File: src/rtl/bcd_to_bin_seq.sv
// rtl/bcd_to_bin_seq.sv - sequential BCD-to-binary converter (reverse double-dabble); optional digit check via BCD_TO_BIN_CHECK_EN
module bcd_to_bin_seq #(
   parameter int DIGITS = 3,
   parameter int BIN_W  = 10
) (
   input  logic                  CLOCK_50,
   input  logic                  reset,
   input  logic                  start,
   input  logic [DIGITS*4-1:0]   bcd_in,
   output logic                  ready,
   output logic                  done,
   output logic [BIN_W-1:0]      bin_out,
   output logic                  err
);

   localparam int WORK_W = DIGITS*4 + BIN_W;
   localparam int CNT_W  = $clog2(BIN_W + 1);
   localparam logic [CNT_W-1:0] LAST_ITER = CNT_W'(BIN_W - 1);

   typedef enum logic [1:0] {
      S_IDLE = 2'd0,
      S_CONV = 2'd1,
      S_DONE = 2'd2
   } state_t;

   state_t              state_q, state_d;
   logic [WORK_W-1:0]   work_q, work_d;
   logic [CNT_W-1:0]    cnt_q, cnt_d;
   logic [BIN_W-1:0]    bin_out_q, bin_out_d;
   logic                err_q, err_d;
   logic                done_q, done_d;

   logic [WORK_W-1:0]   work_shift;
   logic [WORK_W-1:0]   work_corr;

`ifdef BCD_TO_BIN_CHECK_EN
   function automatic logic has_bad_digit(input logic [DIGITS*4-1:0] v);
      logic bad;
      bad = 1'b0;
      for (int i = 0; i < DIGITS; i++) begin
         if (v[4*i +: 4] > 4'd9) bad = 1'b1;
      end
      return bad;
   endfunction
`endif

   // One reverse double-dabble step: shift right, then pull each BCD nibble >= 8 back by 3
   always_comb begin
      work_shift = work_q >> 1;
      work_corr  = work_shift;
      for (int i = 0; i < DIGITS; i++) begin
         if (work_shift[BIN_W + 4*i +: 4] >= 4'd8) begin
            work_corr[BIN_W + 4*i +: 4] = work_shift[BIN_W + 4*i +: 4] - 4'd3;
         end
      end
   end

   // Next-state and next-output logic for the IDLE/CONV/DONE sequence
   always_comb begin
      state_d   = state_q;
      work_d    = work_q;
      cnt_d     = cnt_q;
      bin_out_d = bin_out_q;
      err_d     = err_q;
      done_d    = 1'b0;
      case (state_q)
         S_IDLE: begin
            if (start) begin
`ifdef BCD_TO_BIN_CHECK_EN
               if (has_bad_digit(bcd_in)) begin
                  state_d   = S_DONE;
                  bin_out_d = '0;
                  err_d     = 1'b1;
                  done_d    = 1'b1;
               end else begin
                  state_d = S_CONV;
                  work_d  = {bcd_in, {BIN_W{1'b0}}};
                  cnt_d   = '0;
               end
`else
               state_d = S_CONV;
               work_d  = {bcd_in, {BIN_W{1'b0}}};
               cnt_d   = '0;
`endif
            end
         end
         S_CONV: begin
            work_d = work_corr;
            cnt_d  = cnt_q + 1'b1;
            if (cnt_q == LAST_ITER) begin
               state_d   = S_DONE;
               bin_out_d = work_corr[BIN_W-1:0];
               err_d     = 1'b0;
               done_d    = 1'b1;
            end
         end
         S_DONE: begin
            state_d = S_IDLE;
         end
         default: begin
            state_d = S_IDLE;
         end
      endcase
   end

   // State and registered outputs, synchronous active-high reset
   always_ff @(posedge CLOCK_50) begin
      if (reset) begin
         state_q   <= S_IDLE;
         work_q    <= '0;
         cnt_q     <= '0;
         bin_out_q <= '0;
         err_q     <= 1'b0;
         done_q    <= 1'b0;
      end else begin
         state_q   <= state_d;
         work_q    <= work_d;
         cnt_q     <= cnt_d;
         bin_out_q <= bin_out_d;
         err_q     <= err_d;
         done_q    <= done_d;
      end
   end

   assign ready   = (state_q == S_IDLE);
   assign done    = done_q;
   assign bin_out = bin_out_q;
   assign err     = err_q;

endmodule
File: config.mk
export PLATFORM = sky130hd
export DESIGN_NAME = bcd_to_bin_seq
export DESIGN_NICKNAME = d
export VERILOG_FILES = /design/src/rtl/bcd_to_bin_seq.sv
export SDC_FILE = /design/constraint.sdc
export NUM_CORES = 1
export LEC_CHECK = 0
export CAP_MARGIN = 20
export CORE_ASPECT_RATIO = 1.1
export CORE_MARGIN = 2
export CORE_UTILIZATION = 56
export DETAILED_ROUTE_END_ITERATION = 12
export GPL_TIMING_DRIVEN = 0
export PLACE_DENSITY_LB_ADDON = 0.15
export SYNTH_ARGS = -nofsm -noshare
export SYNTH_HDL_FRONTEND = slang
export SYNTH_SLANG_ARGS = --single-unit
File: constraint.sdc
create_clock -name CLOCK_50 -period 2.4 [get_ports CLOCK_50]
set_input_delay 0.48 -clock CLOCK_50 [delete_from_list [all_inputs] [get_ports CLOCK_50]]
set_output_delay 0.48 -clock CLOCK_50 [all_outputs]
set_load 0.02 [all_outputs]
==> results_dict.tcl <==
set metrics [dict create \
    path_max_fanout 10 \
    overflow 0 \
    relSlewSlack 0.658 \
    grt_pass1_vias 1498 \
    hpwl_mm 2.67 \
    drive_above_1_share 0.0889 \
    syn_area_mm2 0.00168 \
    clk_latency_ns 0.35 \
    finalWirelength_mm 3.82 \
    timing.rr.start "cnt_q[0]" \
    nets 245 \
    syn2layout_area_growth_pct 21.6 \
    worst_slack_ns 0.123 \
    grt_use_total 0.248 \
    critPathLaunchType "flop" \
    htree_levels 2 \
    critPathCaptureType "primary output" \
    synth_edf_count 0 \
    synth-warning-count 0 \
    status "finished, final reports clean" \
    dr.pass1.iters 4 \
    synth-seq-area-share 0.452 \
    die_y_um 61.5 \
    report.final.hold_viol_count 0 \
    via_per_inst 5.79 \
    ys_seq_elements 38 \
    ys_types 35 \
    antenna_found_initial 0 \
    path_buf_inv 2 \
    netlist_instances 191 \
    crit_type "reg -> out" \
    die_w_um 56.3 \
    final_core_util 0.730 \
    place_inst 250 \
    rsz0062_at_grt "no" \
    cts_tree "built" \
    start_util 0.600 \
    n_antenna_cell 0 \
    slowest_stage "clkdlybuf4s50_1" \
    cp_slowest_stage_delay_ns 0.66 \
    stdcell_count 258 \
    yosys.area.top_type "dfxtp_1" \
    placeableCoreArea_mm2 0.00280 \
    clk_pin_slew_worst_paths_ns 0.12 \
    yosys_most_used_dff "dfxtp_1" \
    num_io_pins 28 \
    p_leak_nw 0.778 \
    fmax_mhz 439 \
    critPathRequiredTime_ns 1.92 \
    final_area_mm2 0.00205 \
    netlist_top_cells_count "nor2_1, dfxtp_1, a21oi_1, a22oi_1, mux2i_1" \
    cp.arrival_ns 1.80 \
    cts_setup_buffers 0 \
    grt_max_degree 12 \
    cts_buffers 5 \
    clock_path_buffers 2 \
    dp_slack_ns 0.340 \
    crit_chain "buf_2 -> nor2_2 -> clkdlybuf4s50_1" \
    dr_total_vias 1495 \
    synth_fp_nets 212 \
    cts_root_buf "clkbuf_4" \
    slew_violations 0 \
    ys_top_cells_by_area "dfxtp_1, nor2_1, mux2i_1" \
    worst_slew_pin_slew_ns 0.513 \
    fin_setup_tns_ns 0 \
    drt_iter0_drc 106 \
    min_from "cnt_q[2]" \
    die_area_mm2 0.00346 \
    syn_area_per_cell_um2 8.81 \
    setup_viol 0 \
    synth_most_common_cell "nor2_1" \
    placed_cell_area_mm2 0.00198 \
    skew_ns 0.0127 \
    ir_drop_uv 472 \
    hold_path_class "reg -> reg" \
    async_flop_share 0 \
    cp_top_family "buffers and inverters" \
    fp-row-count 20 \
    setup.worst_path.start "state_q[0]" \
    period_share 0.949 \
    synth_top_area_frac 0.452 \
    grt_pass1_wl_mm 6.58 \
    min_period_ns 2.28 \
    wl_per_cell_um 14.8 \
    power_density_mw_per_mm2 584 \
    route.antenna.remaining_nets 0 \
    drc 0 \
    routabilityCongestion 0.848 \
    max_cap_violations 0 \
    port_buffers 26 \
    clkSinkCount 38 \
]
through the flow:
stage	power (mW)	hold WS [ns]
floorplan	0.798	0.452
global placement	0.851	0.465
detailed placement	0.859	0.482
CTS	1.20	0.497
global route	1.25	0.533
finish	1.20	0.496
cell families (layout without fill, tap and decap cells):
logic type	count (synthesis)	in the layout	synth area share
fa+ha+maj	6	6	0.0446
xor+xnor	4	4	0.0208
simple gates	74	74	0.211
flops	38	38	0.452
buf+inv	19	53	0.0550
mux	10	10	0.0595
other cells	1	1	0.00223
compound gates	39	39	0.155
timing repair:
item                                    4_1_cts  5_1_grt
hold buffers                                  0        0
resized for setup                             0        1
endpoints found under the setup margin        0        1
tightest hold or removal path, delay by kind of cell, from the launching register on:
kind | cells | cell delay (ns)
AOI/OAI and AO/OA | 1 | 0.05
DFF | 1 | 0.34
and+or+nand+nor | 1 | 0.07
routing by layer:
layer	GRT usage	wire length, µm
met5	0	0
met4	0.143	99
met3	0.0861	272
met1	0.282	1570
met2	0.413	1880
layout by cell type (no fill, tap or decap), types with 2 or more instances in the layout:
cell type / Yosys / routed
nor2_1: 39 / 38
dfxtp_1: 38 / 38
clkdlybuf4s50_1: 0 / 26
a21oi_1: 13 / 13
a22oi_1: 11 / 11
mux2i_1: 10 / 10
inv_1: 7 / 7
nor3_1: 7 / 7
nand2_1: 7 / 7
ha_1: 6 / 6
buf_2: 5 / 5
nand2b_1: 5 / 5
clkbuf_1: 4 / 5
clkbuf_4: 0 / 5
o211ai_1: 4 / 4
nand3b_1: 3 / 3
nor2b_1: 3 / 3
nand3_1: 3 / 3
a31oi_1: 2 / 2
xnor2_1: 2 / 2
xor2_1: 2 / 2
a221oi_1: 2 / 2
buf_4: 2 / 2
or2_2: 2 / 2
o22ai_1: 2 / 2
power breakdown:
group | leakage, nW | switching, mW | total [mW] | internal [mW]
Clock | 0.0353 | 0.206 | 0.348 | 0.142
Sequential | 0.309 | 0.0238 | 0.677 | 0.653
Combinational | 0.434 | 0.0940 | 0.172 | 0.0777
final timing paths:
kind / end / slack (ns) / cells past startpoint
hold reg to reg: cnt_q[2] / 0.50 / 2
setup / recovery: ready / 0.12 / 3
setup reg to reg: bin_out[8] / 0.85 / 5
hold / removal: cnt_q[2] / 0.50 / 2
registers in the layout, indices dropped and copies added (netlist names):
| name | count |
|---|---|
| work_q | 21 |
| bin_out | 10 |
| cnt_q | 4 |
| state_q | 2 |
| done | 1 |
cell type report:
type                            instances  area, µm²
Inverter                                7       26.3
Tap cell                               33       41.3
Multi-Input combinational cell        134        832
Buffer                                 12       66.3
Timing Repair Buffer                   26        260
Clock buffer                            7       55.1
Clock inverter                          1       5.00
Sequential cell                        38        761
Fill cell                             238        756
Note: power is estimated with default switching activity, not from simulation.
==> RTL edit: new RTL, same flow settings <==
Re-encode `state_t` (3 states) as one-hot, 3 bits wide.
--- a/src/rtl/bcd_to_bin_seq.sv
+++ b/src/rtl/bcd_to_bin_seq.sv
@@ -19,6 +19,6 @@
 
-   typedef enum logic [1:0] {
-      S_IDLE = 2'd0,
-      S_CONV = 2'd1,
-      S_DONE = 2'd2
+   typedef enum logic [2:0] {
+      S_IDLE = 3'b001,
+      S_CONV = 3'b010,
+      S_DONE = 3'b100
    } state_t;
Function: no difference found for any inputs over 10 cycles, from zero or initial values and one cycle with reset high; not proved beyond that.
==> RTL edit against the unedited design <==
  * Wire length is 2.0% lower
  * Setup slack better by 150 ps
  * Clock skew is 1.1 ps higher
  * First-iteration DRC count is 46% lower
  * Via count is 3.1% lower
  * Area after synthesis is 0.45% higher
  * Combinational power is 16% lower
  * Total power is 16% higher
  * Cell count is 2.7% lower
  * Final area is 2.0% higher
  * Sequential cell count is 1 higher
  * Die area is 0.42% higher
  * Non-clock buffer count is 3 lower
  * Global-route usage is 1.1 points lower
  * Critical path type unchanged
  * Largest cell class unchanged
  * Largest power group unchanged
  * Highest routed layer unchanged
==> RTL edit: results (changes against the unedited design) <==
| Metric | Value |
|---|---|
| Outcome | `completed (unchanged)` |
| Largest Register | `work_q (unchanged)` |
| Critical Path Start | `state_q[0] (unchanged)` |
| Reg-to-Reg End | `cnt_q[3] (was bin_out[8])` |
| Count of different cell masters after synthesis | `33 (was 35)` |
| Fraction of layout cells with a size suffix above 1 | `8.716% (was 8.889%)` |
| Post-DR wirelength/cell | `14.92 um (was 14.81 um)` |
| Crit path largest cell delay | `630 ps (was 660 ps)` |
| Placed Area | `1982 sq um (was 1984 sq um)` |
| Crit path max fanout | `8 (was 10)` |
| Post-synthesis area per instance | `9.137 sq um (was 8.811 sq um)` |
| Skew final | `13.81 ps (was 12.75 ps)` |
| Slew HR | `64.50% (was 65.79%)` |
| WP data arrival | `1640 ps (was 1800 ps)` |
| End point of the critical path | `ready (unchanged)` |
| Largest net degree at the start of global routing | `14 (was 12)` |
| TritonCTS buffer count | `5 (unchanged)` |
| First DRT Iteration DRCs | `57 (was 106)` |
| Worst R2R Setup Slack | `720 ps (was 850 ps)` |
| First-pass GRT wire length | `6.154 mm (was 6.575 mm)` |
| # fillers | `235 (was 238)` |
| First drt pass iteration count | `4 (unchanged)` |
| Static Leak | `0.0007630 uW (was 0.0007781 uW)` |
| Vias in the first global route | `1360 (was 1498)` |
| Area of the multi-input gates | `830.8 sq um (was 832.0 sq um)` |
| Worst R2R Path Depth | `4 (was 5)` |
| PnR worst setup slack | `276.9 ps (was 122.5 ps)` |
| H-tree Lvls | `2 (unchanged)` |
| Vias per cell | `5.769 (was 5.795)` |
| Synth area leaders | `dfxtp_1 (46%), nor2_1 (7.3%), mux2i_1 (5.9%) (was dfxtp_1 (45%), nor2_1 (8.7%), mux2i_1 (5.9%))` |
| VDD IR-drop max | `0.5883 mV (was 0.4717 mV)` |
| Aggregate global-route resource usage | `23.64% (was 24.76%)` |
| Final HPWL DP | `2.600 mm (was 2.672 mm)` |
| Syn_nets | `206 (was 212)` |
| Placement Setup Slack | `310.4 ps (was 340.4 ps)` |
| Routed WL | `3.744 mm (was 3.821 mm)` |
| Port Buffer Count | `25 (was 26)` |
| Layout Nets | `238 (was 245)` |
| Reg-to-Reg Start | `state_q[1] (was cnt_q[0])` |
| Register area share after synthesis | `46.19% (was 45.20%)` |
| GP Congestion | `0.8580 (was 0.8475)` |
| Most instantiated cells after synthesis | `dfxtp_1 (39), nor2_1 (33), nand2_1 (19) (was nor2_1 (39), dfxtp_1 (38), a21oi_1 (13))` |
-- RTL edit: changes by cell type after synthesis, moves of 3 or more --
cell,before,now
a311oi_1,0,3
nand2_1,7,19
nor2_1,39,33
nor2b_1,3,0
-- RTL edit: final cells by class --
| type | instances | area share (%) |
|---|---|---|
| Clock buffer | 5 | 1.799 |
| Inverter | 5 | 0.8993 |
| Tap cell | 33 | 1.978 |
| Multi-Input combinational cell | 131 | 39.81 |
| Timing Repair Buffer | 25 | 11.99 |
| Sequential cell | 39 | 37.41 |
| Buffer | 10 | 2.878 |
| Clock inverter | 3 | 3.237 |
-- RTL edit: worst register-to-register path: cells and delay by family, from the launching register on --
family                 cells  cell delay [ps]
and+or+nand+nor            2              530
AOI/OAI and AO/OA          1              290
buffers and inverters      1              310
DFF                        1              450
-- RTL edit: per-layer routing --
layer	vias up	GRT usage (%)	part of all wire [%]	wire length (um)
met4	0	13.61	1.7	65
met1	698	26.67	43	1623
met3	8	4.622	4.1	153
met5	-	0	0	0
met2	41	42.69	51	1902
li1	701	-	-	-
-- RTL edit: cells by family after synthesis --
logic type,share of synthesized area [%]
compound gates,14.29
xor+xnor,2.591
fa+ha+maj,4.441
buf+inv,4.663
flops,46.19
mux,5.922
other cells,0.2218
simple gates,21.69
-- RTL edit: power breakdown --
group	internal, uW	switching [uW]	leakage (uW)
clock	324	229	0.0000514
combinational	67.3	77.8	0.000395
sequential	668	24.2	0.000317
-- RTL edit: worst min path at each step --
stage	startpoint	end	slack (ps)	depth (start not counted)
2_1_floorplan	work_q[21]	work_q[21]	430	2
3_3_place_gp	work_q[21]	work_q[21]	440	2
3_5_place_dp	work_q[21]	work_q[21]	450	2
4_1_cts	work_q[21]	work_q[21]	470	2
5_1_grt	work_q[21]	work_q[21]	510	2
6_report	work_q[21]	work_q[21]	480	2
